File: src/rtl/act_layer_sched_pkg.sv
// Shared PE scheduler constants: activation count, ping-pong direction
// encodings and the 3-bit layer sequencer state encoding.
package act_layer_sched_pkg;

    localparam int PE_ACT_NO = 16;
    localparam int PE_ACT_W  = $clog2(PE_ACT_NO);

    localparam logic ACT_DIR_0 = 1'b0;
    localparam logic ACT_DIR_1 = 1'b1;

    typedef enum logic [2:0] {
        SCHED_IDLE  = 3'd0,
        SCHED_CLEAR = 3'd1,
        SCHED_SCAN  = 3'd2,
        SCHED_DRAIN = 3'd3,
        SCHED_SWAP  = 3'd4
    } sched_state_t;

endpackage

File: src/rtl/act_layer_sched_if.sv
// Activation presentation handshake between the scheduler and the MAC
// datapath: act_valid/act_idx from master, act_ready from slave.
interface act_layer_sched_if #(
    parameter int ADDR_W = 4
) ();

    logic              act_valid;
    logic              act_ready;
    logic [ADDR_W-1:0] act_idx;

    modport master (
        output act_valid,
        output act_idx,
        input  act_ready
    );

    modport slave (
        input  act_valid,
        input  act_idx,
        output act_ready
    );

endinterface

File: src/rtl/act_layer_sched_prio_enc.sv
// act_prio_enc: combinational lowest-index-wins priority encoder.
// Ports: mask (ACT_NO) in; idx (ADDR_W) and any out.
module act_prio_enc #(
    parameter int ACT_NO = 16,
    parameter int ADDR_W = 4
) (
    input  logic [ACT_NO-1:0] mask,
    output logic [ADDR_W-1:0] idx,
    output logic              any
);

    always_comb begin
        idx = '0;
        any = |mask;
        for (int i = ACT_NO - 1; i >= 0; i--) begin
            if (mask[i]) begin
                idx = ADDR_W'(i);
            end
        end
    end

endmodule

File: src/rtl/act_layer_sched.sv
// act_layer_sched: per-layer sequencer for the ping-pong activation files.
// Ports: clk, rst_n, layer_start, layer_num_act, in_act_zeros, mac_busy in;
// act (master: act_valid/act_idx out, act_ready in); dir, out_act_clear,
// in_act_read_en, in_act_read_addr, busy, layer_done out.
// Build option: ZERO_SKIP_EN skips activations flagged zero in in_act_zeros.
module act_layer_sched
    import act_layer_sched_pkg::*;
#(
    parameter int ACT_NO = PE_ACT_NO,
    parameter int ADDR_W = $clog2(ACT_NO)
) (
    input  logic              clk,
    input  logic              rst_n,
    input  logic              layer_start,
    input  logic [ADDR_W:0]   layer_num_act,
    input  logic [ACT_NO-1:0] in_act_zeros,
    input  logic              mac_busy,
    act_layer_sched_if.master act,
    output logic              dir,
    output logic              out_act_clear,
    output logic              in_act_read_en,
    output logic [ADDR_W-1:0] in_act_read_addr,
    output logic              busy,
    output logic              layer_done
);

    sched_state_t      state, state_nxt;
    logic [ACT_NO-1:0] pend;
    logic [ACT_NO-1:0] sel;
    logic [ADDR_W-1:0] nxt;
    logic              any;
    logic              issue;
    logic              slot_free;
    logic              valid_q;
    logic [ADDR_W-1:0] idx_q;
    logic              dir_q;

    act_prio_enc #(
        .ACT_NO (ACT_NO),
        .ADDR_W (ADDR_W)
    ) u_prio (
        .mask (pend),
        .idx  (nxt),
        .any  (any)
    );

    // Counts above ACT_NO saturate naturally: every i < ACT_NO is selected.
    always_comb begin
        sel = '0;
        for (int i = 0; i < ACT_NO; i++) begin
`ifdef ZERO_SKIP_EN
            sel[i] = ~in_act_zeros[i] & (int'(layer_num_act) > i);
`else
            sel[i] = (int'(layer_num_act) > i);
`endif
        end
    end

`ifndef ZERO_SKIP_EN
    logic unused_zeros;
    assign unused_zeros = ^in_act_zeros;
`endif

    // The presentation slot frees up when empty or being accepted now.
    assign slot_free = !valid_q || act.act_ready;
    assign issue     = (state == SCHED_SCAN) && any && slot_free;

    always_comb begin
        state_nxt        = state;
        out_act_clear    = 1'b0;
        layer_done       = 1'b0;
        in_act_read_en   = issue;
        in_act_read_addr = issue ? nxt : '0;
        busy             = (state != SCHED_IDLE);
        unique case (state)
            SCHED_IDLE: begin
                if (layer_start) state_nxt = SCHED_CLEAR;
            end
            SCHED_CLEAR: begin
                out_act_clear = 1'b1;
                state_nxt     = SCHED_SCAN;
            end
            SCHED_SCAN: begin
                if (!any && slot_free) state_nxt = SCHED_DRAIN;
            end
            SCHED_DRAIN: begin
                if (!mac_busy) state_nxt = SCHED_SWAP;
            end
            SCHED_SWAP: begin
                layer_done = 1'b1;
                state_nxt  = SCHED_IDLE;
            end
            default: state_nxt = SCHED_IDLE;
        endcase
    end

    always_ff @(posedge clk or negedge rst_n) begin
        if (!rst_n) begin
            state <= SCHED_IDLE;
        end else begin
            state <= state_nxt;
        end
    end

    always_ff @(posedge clk or negedge rst_n) begin
        if (!rst_n) begin
            pend <= '0;
        end else if (state == SCHED_CLEAR) begin
            pend <= sel;
        end else if (issue) begin
            pend <= pend & ~({{(ACT_NO-1){1'b0}}, 1'b1} << nxt);
        end
    end

    always_ff @(posedge clk or negedge rst_n) begin
        if (!rst_n) begin
            valid_q <= 1'b0;
            idx_q   <= '0;
        end else if (issue) begin
            valid_q <= 1'b1;
            idx_q   <= nxt;
        end else if (act.act_ready) begin
            valid_q <= 1'b0;
        end
    end

    always_ff @(posedge clk or negedge rst_n) begin
        if (!rst_n) begin
            dir_q <= ACT_DIR_0;
        end else if (state == SCHED_SWAP) begin
            dir_q <= ~dir_q;
        end
    end

    assign act.act_valid = valid_q;
    assign act.act_idx   = idx_q;
    assign dir           = dir_q;

endmodule

File: src/flat_wrapper.sv
// flat-port wrapper written by rule: the top's interface ports become plain ports
module act_layer_sched_flat import act_layer_sched_pkg::*;
#(
    parameter int ACT_NO = PE_ACT_NO,
    parameter int ADDR_W = $clog2(ACT_NO)
)
  (clk, rst_n, layer_start, layer_num_act, in_act_zeros, mac_busy, dir, out_act_clear, in_act_read_en, in_act_read_addr, busy, layer_done, act_act_valid, act_act_idx, act_act_ready);
  act_layer_sched_if #(.ADDR_W(ADDR_W)) act_i ();
  input  logic clk;
  input  logic rst_n;
  input  logic layer_start;
  input  logic [ADDR_W:0] layer_num_act;
  input  logic [ACT_NO-1:0] in_act_zeros;
  input  logic mac_busy;
  output logic dir;
  output logic out_act_clear;
  output logic in_act_read_en;
  output logic [ADDR_W-1:0] in_act_read_addr;
  output logic busy;
  output logic layer_done;
  output wire logic [$bits(act_i.act_valid)-1:0] act_act_valid;
  output wire logic [$bits(act_i.act_idx)-1:0] act_act_idx;
  input wire logic [$bits(act_i.act_ready)-1:0] act_act_ready;
  assign act_act_valid = act_i.act_valid;
  assign act_act_idx = act_i.act_idx;
  assign act_i.act_ready = act_act_ready;
  act_layer_sched #(.ACT_NO(ACT_NO), .ADDR_W(ADDR_W)) u_core (.clk(clk), .rst_n(rst_n), .layer_start(layer_start), .layer_num_act(layer_num_act), .in_act_zeros(in_act_zeros), .mac_busy(mac_busy), .act(act_i), .dir(dir), .out_act_clear(out_act_clear), .in_act_read_en(in_act_read_en), .in_act_read_addr(in_act_read_addr), .busy(busy), .layer_done(layer_done));
endmodule
File: config.mk
export PLATFORM = sky130hd
export DESIGN_NAME = act_layer_sched_flat
export DESIGN_NICKNAME = d
export VERILOG_FILES = /design/src/rtl/act_layer_sched_pkg.sv /design/src/rtl/act_layer_sched_if.sv /design/src/rtl/act_layer_sched_prio_enc.sv /design/src/rtl/act_layer_sched.sv /design/src/flat_wrapper.sv
export SDC_FILE = /design/constraint.sdc
export NUM_CORES = 1
export LEC_CHECK = 0
export BUFFER_PORTS_ARGS = -buffer_cell sky130_fd_sc_hd__buf_2
export CORE_AREA = 2 2 54 67
export DETAILED_ROUTE_END_ITERATION = 16
export DIE_AREA = 0 0 56 69
export PLACE_DENSITY = 0.71
export RECOVER_POWER = 50
export SLEW_MARGIN = 20
export SYNTH_ARGS = -nofsm -noshare
export SYNTH_HDL_FRONTEND = slang
export SYNTH_HIERARCHICAL = 1
export SYNTH_SLANG_ARGS = --single-unit
File: constraint.sdc
create_clock -name clk -period 2 [get_ports clk]
set_input_delay 0.1 -clock clk [delete_from_list [all_inputs] [get_ports clk]]
set_output_delay 0.1 -clock clk [all_outputs]
set_load 0.01 [all_outputs]
# Word level (Yosys, flattened, before mapping)
# Index checks and enable logic that the tools add are counted.
word_totals:
  regBits: 25
  in_bits: 26
  out_inout_bits: 14
  word_cells: 71
op_classes:
  n_lt_le_gt_ge: 16
  eq_ne: 7
  shifts: 1
  muxes: 27
  bitwise: 3
  reduce_logical: 12
ops:
  columns: ["op", "count"]
  rows:
  - ["2-to-1 mux 4 bit", 17]
  - ["> comparator 5 x 4 -> 1 bit (second input constant)", 8]
  - ["2-to-1 mux 16 bit", 2]
  - ["> comparator 5 x 3 -> 1 bit (second input constant)", 4]
  - ["bitwise AND 16 bit", 1]
  - ["NOT 16 bit", 1]
  - ["OR reduction 16 bit", 1]
  - ["<< shifter 1 x 4 -> 16 bit (first input constant)", 1]
  - ["case mux 3 bit (4 select lines)", 1]
  - ["> comparator 5 x 1 -> 1 bit (second input constant)", 2]
  - ["> comparator 5 x 2 -> 1 bit (second input constant)", 2]
  - ["2-to-1 mux 3 bit", 3]
  - ["equality test 3 x 2 -> 1 bit (second input constant)", 2]
  - ["!= test 2 bit (second input constant)", 3]
  - ["2-to-1 mux 1 bit", 4]
  - ["nonzero test 2 bit", 2]
  - ["equality test 3 x 1 -> 1 bit (second input constant)", 1]
  - ["equality test 3 bit (second input constant)", 1]
  - ["logical AND 1 bit", 3]
  - ["logical NOT 3 bit", 1]
  - ["AND reduction 3 bit", 1]
  - ["nonzero test 3 bit", 1]
  - ["logical NOT 1 bit", 2]
  - ["logical OR 1 bit", 1]
  - ["NOT 1 bit", 1]

# Depth between registers and ports, before layout
logic_depth:
  word_depth: 21
  depth_mapped: 8
  mapped_depth_nobuf: 8

# By module
# The synthesis kept the hierarchy.
modules_own_cells:
  columns: ["module", "n_inst", "cells_per_inst", "area_each_um2", "seq_area_each_um2"]
  rows:
  - ["act_layer_sched", 1, 126, 1258.7, 625.6]
  - ["act_prio_enc", 1, 34, 176.4, 0.0]

# Least setup slack after synthesis
# OpenSTA, ideal clock, no wires.
synth_path:
  path_type: "reg-to-reg"
  startpoint: "register u_core.pend[4]"
  endpoint: "register u_core.idx_q[0], in the netlist u_core/act.act_idx[0]"
  setup_time_ps: 125
  t_arrival_ps: 1975
  t_required_ps: 1875
  setup_slack_ps: -101
  stages_incl_launch_ff: 9
  n_path_buf: 2
  period_less_slack_ps: 2101
  path_cell_list: "dfrtp_1 -> nor4_2 -> nand3_1 -> or3_1 -> and4bb_1 -> buf_6 -> and2_4 -> buf_6 -> mux2_4"
synth_via:
  word_cells_on_any_way: 8
  cone_classes: "mux (5); reduce/logical (3)"
synth_rtl:
  columns: ["item", "line_no", "rtl"]
  rows:
  - ["from (decl)", "act_layer_sched.sv:28", "logic [ACT_NO-1:0] pend;"]
  - ["from (signal assigned)", "act_layer_sched.sv:109", "pend <= sel;"]
  - ["from (signal assigned)", "act_layer_sched.sv:111", "pend <= pend & ~({{(ACT_NO-1){1'b0}}, 1'b1} << nxt);"]
  - ["OR reduction 16 bit", "act_layer_sched_prio_enc.sv:14", "any = |mask;"]
  - ["net u_core.any", "act_layer_sched.sv:31", "logic any;"]
  - ["logical AND 1 bit (2 in a row)", "act_layer_sched.sv:66", "assign issue = (state == SCHED_SCAN) && any && slot_free;"]
  - ["net in_act_read_en", "flat_wrapper.sv:17", "output logic in_act_read_en;"]
  - ["to (signal assigned)", "act_layer_sched.sv:121", "idx_q <= nxt;"]
  - ["to (decl)", "act_layer_sched.sv:35", "logic [ADDR_W-1:0] idx_q;"]
# The timed path passes the listed nets, and every way through them passes these cells.
# A chain may end at the register's enable or synchronous reset.

# Worst setup path after layout
layout_path:
  startpoint: "register u_core.pend[7]"
  endpoint: "output in_act_read_en"
layout_via:
  elab_chain_len: 3
layout_lines:
  columns: ["item", "line_no"]
  rows:
  - ["OR reduction 16 bit", "act_layer_sched_prio_enc.sv:14"]
  - ["net u_core.any", "act_layer_sched.sv:31"]
  - ["logical AND 1 bit (2 in a row)", "act_layer_sched.sv:66"]
  - ["to (decl)", "flat_wrapper.sv:17"]
# The timed path passes the listed nets, and every way through them passes these cells.

==> qor.csv <==
stage,metric,value,unit
cts,clock buffer depth,2,
global_routing,number of global-route vias before repair,1314,
setup_path,Critical Path Max Stage Delay,410,ps
logic_synthesis,dominant register cell in the synthesized netlist,dfrtp_1,
logic_synthesis,asr flop ratio synth,1.00,
timing,Max Clock Freq,464,MHz
placed_design,port bufs,23,
logic_synthesis,Post-Synth Adder-Cell Area,0,
setup_path,r2r setup slk,-100,ps
setup_path,Setup crit end kind,output port,
logic_synthesis,Post-Syn Area per Cell,8.97,um2
min_path,hold endpoint,u_core/state[0],
setup_path,critical path's slowest cell,dfrtp_1,
logic_synthesis,Post-Synth XOR/XNOR Area,0.00610,
timing,worst-margin pin slew,1320,ps
logic_synthesis,net count after synthesis,186,
floorplan,FP Rows,23,
cts,Clock Latency Late Sink,270,ps
global_routing,GRT overflow,0,
cts,Worst-path clk slew,90,ps
placed_design,GP Congestion,0.935,
cts,TritonCTS clock tree,done,
timing,Max-slew headroom,0.122,
routing,Pre-antenna DRT Iters,4,
layout,"most common cell after layout, fill and taps aside",dfrtp_1,
floorplan,Die Ht,69,um
placed_design,Place WS,-59.3,ps
timing,Max Slew Vio Count,0,
floorplan,# IOs,40,
min_path,type of the worst min-delay path,in -> reg,
routing,Vias per Instance,5.77,
cts,CTS buffer count,3,
global_routing,antenna violations before repair,0,
logic_synthesis,post-synthesis cell count,160,
global_routing,largest net degree at the start of global routing,26,
cts,CTS Sinks,25,
global_routing,first-pass GRT wire length,6.05,mm
routing,final wirelength,3.48,mm
logic_synthesis,Synth top area share,0.436,
power_and_ir_drop,peak supply drop,0.000830,V
timing,RSZ-0062 raised after global routing,yes,
logic_synthesis,Yosys warning count,6,
routing,DRC,0,
global_routing,gr usage total,0.192,
logic_synthesis,Synth Area in Simple Gates,0.230,
setup_path,WP data arrival,2060,ps
setup_path,Crit Path Class,reg -> out,
setup_path,Crit Path Max Fanout,7,
placed_design,DP HPWL,2.52,mm
power_and_ir_drop,Tot Pwr,2.97,mW
floorplan,Die Area,3860,um2
timing,Final Cycle Share,1.08,
min_path,hold depth,3,
layout,nets,221,
routing,First DRT Iteration DRCs,59,
floorplan,die width,56,um
setup_path,worst reg2reg path depth,8,
logic_synthesis,largest family of logic cells by synthesized area,compound AO/OA/AOI/OAI gates,
setup_path,nature of the critical path startpoint,register,
timing,worst hold margin,108,ps
routing,Antenna Nets Post-Route,0,
setup_path,CP Buf/Inv Count,1,
timing,Final min period,2160,ps
logic_synthesis,post-synthesis sequential area ratio,0.436,
floorplan,Initial Utilization,0.445,
power_and_ir_drop,Static Leakage,0.815,nW
layout,synthesis-to-finish area growth,25.5,%
timing,"Worst Setup Slack, final",-156,ps
timing,Setup TNS Final,-1700,ps
logic_synthesis,post-synthesis compound-gate area fraction,0.235,
setup_path,critical path required time,1900,ps
layout,layout cells sized above 1,0.314,
logic_synthesis,synth unique cells,41,
logic_synthesis,Area contributors post-synth,"dfrtp_1, o21ai_0, o211ai_1, mux2_4, nand2_1",
setup_path,"delay-heaviest family, CP",simple AND/OR/NAND/NOR gates,
routing,drt wl/cell,15.1,um
logic_synthesis,leading area contributor after synthesis,dfrtp_1,
routing,DR vias,1333,
run,Max-Cap Viols,0,
layout,most frequent cells in the layout,"dfrtp_1, buf_2, nand2_1, o21ai_1, buf_4",
logic_synthesis,Yosys reg bits,25,
setup_path,reg2reg start,u_core/pend[7],
min_path,Hold Startpoint,mac_busy,
timing,Post-Route Skew,4.38,ps
logic_synthesis,mux share of post-synthesis cell area,0.0418,
setup_path,crit-path cells,nor4_2 -> nand3_1 -> or3_1 -> and4bb_4 -> and2_4 -> buf_6,
outcome,status,finished with violations,
logic_synthesis,"EDFF count, synth",0,
layout,n_diodes,0,
cts,H-tree levels,1,
cts,Root Driver,clkbuf_8,
power_and_ir_drop,pwr dens,1650,nW/um2
layout,"Core Util, Final",0.559,
logic_synthesis,Netlist Area Pre-Place,1440,um2
timing,final-report setup violation count,20,
floorplan,core area,3220,um2
timing,Hold Fails Final Rpt,0,
setup_path,RR Endpoint,u_core/pend[10],
outcome,violated checks,setup timing,
[synthesized netlist by cell type, drive strengths merged (2+ instances only)]
cell    instances
dfrtp          25
o21ai          21
nand2          16
nor2           11
o211ai         10
a21oi           9
inv             6
and3            5
clkbuf          5
nand2b          5
a31oi           4
buf             4
mux2            4
nand3           4
or3             4
o31ai           3
a21o            2
and2            2
nand4b          2
nor4            2
o311ai          2
or2             2
[cells by family (layout without fill, tap and decap cells)]
group           Yosys count  after routing
compound gates           55             55
mux                       4              4
buf+inv                  15             49
simple gates             60             60
xor+xnor                  1              1
flops                    25             25
[repair_timing]
action / in CTS / in global routing
buffers inserted: 2 / 3
resized for setup: 13 / 20
hold buffers: 1 / 0
endpoints found under the hold margin: 25 / 0
setup endpoints to repair: 14 / 25
pin swaps: 5 / 13
[state kept, by name, summed over array words and instances, names as in the netlist]
name	count
u_core/state	3
u_core/pend	16
u_core/dir	1
u_core/act.act_idx	4
u_core/act.act_valid	1
[final cells by class]
class	instances	area [um2]
fill	296	1420
multi-input combinational	120	812
sequential	25	627
timing repair buffer	39	246
tap	37	46.3
clock buffer	3	41.3
inverter	6	22.5
clock inverter	1	5.00
[report_power, final]
part / internal (mW) / switching (mW) / total (mW)
sequential: 0.745 / 0.249 / 0.994
clock: 0.139 / 0.162 / 0.301
combinational: 0.802 / 0.877 / 1.68
total: 1.69 / 1.29 / 2.97
[worst register-to-register path, cell delays in order (launching register included)]
cell and delay, ps:
dfrtp_1 410, nor4_2 310, nand3_1 160, or3_1 350, and4bb_4 240, buf_6 120
nand4b_1 190, o211ai_1 150, o21ai_1 100
[worst max-delay path by stage]
stage	start	to	depth (start not counted)
floorplan	u_core/pend[4]	u_core/act.act_idx[0]	8
global placement	u_core/pend[7]	u_core/pend[8]	8
detailed placement	u_core/pend[4]	u_core/act.act_idx[1]	6
CTS	u_core/pend[4]	in_act_read_en	6
global route	u_core/pend[7]	in_act_read_addr[0]	6
finish	u_core/pend[7]	in_act_read_en	6
[stage by stage]
step                      cells  area [um2]
after global placement      221        1620
after detailed placement    221        1620
after CTS                   228        1730
after floorplan             160        1440
after global routing        231        1800
final                       231        1800
[layer usage]
| metal | track usage | wire length [um] |
|---|---|---|
| met1 | 0.244 | 1470 |
| met2 | 0.331 | 1770 |
| met3 | 0.0225 | 193 |
| met4 | 0.0688 | 53 |
| met5 | 0 | 0 |
Power figures use the tool's default switching activity.
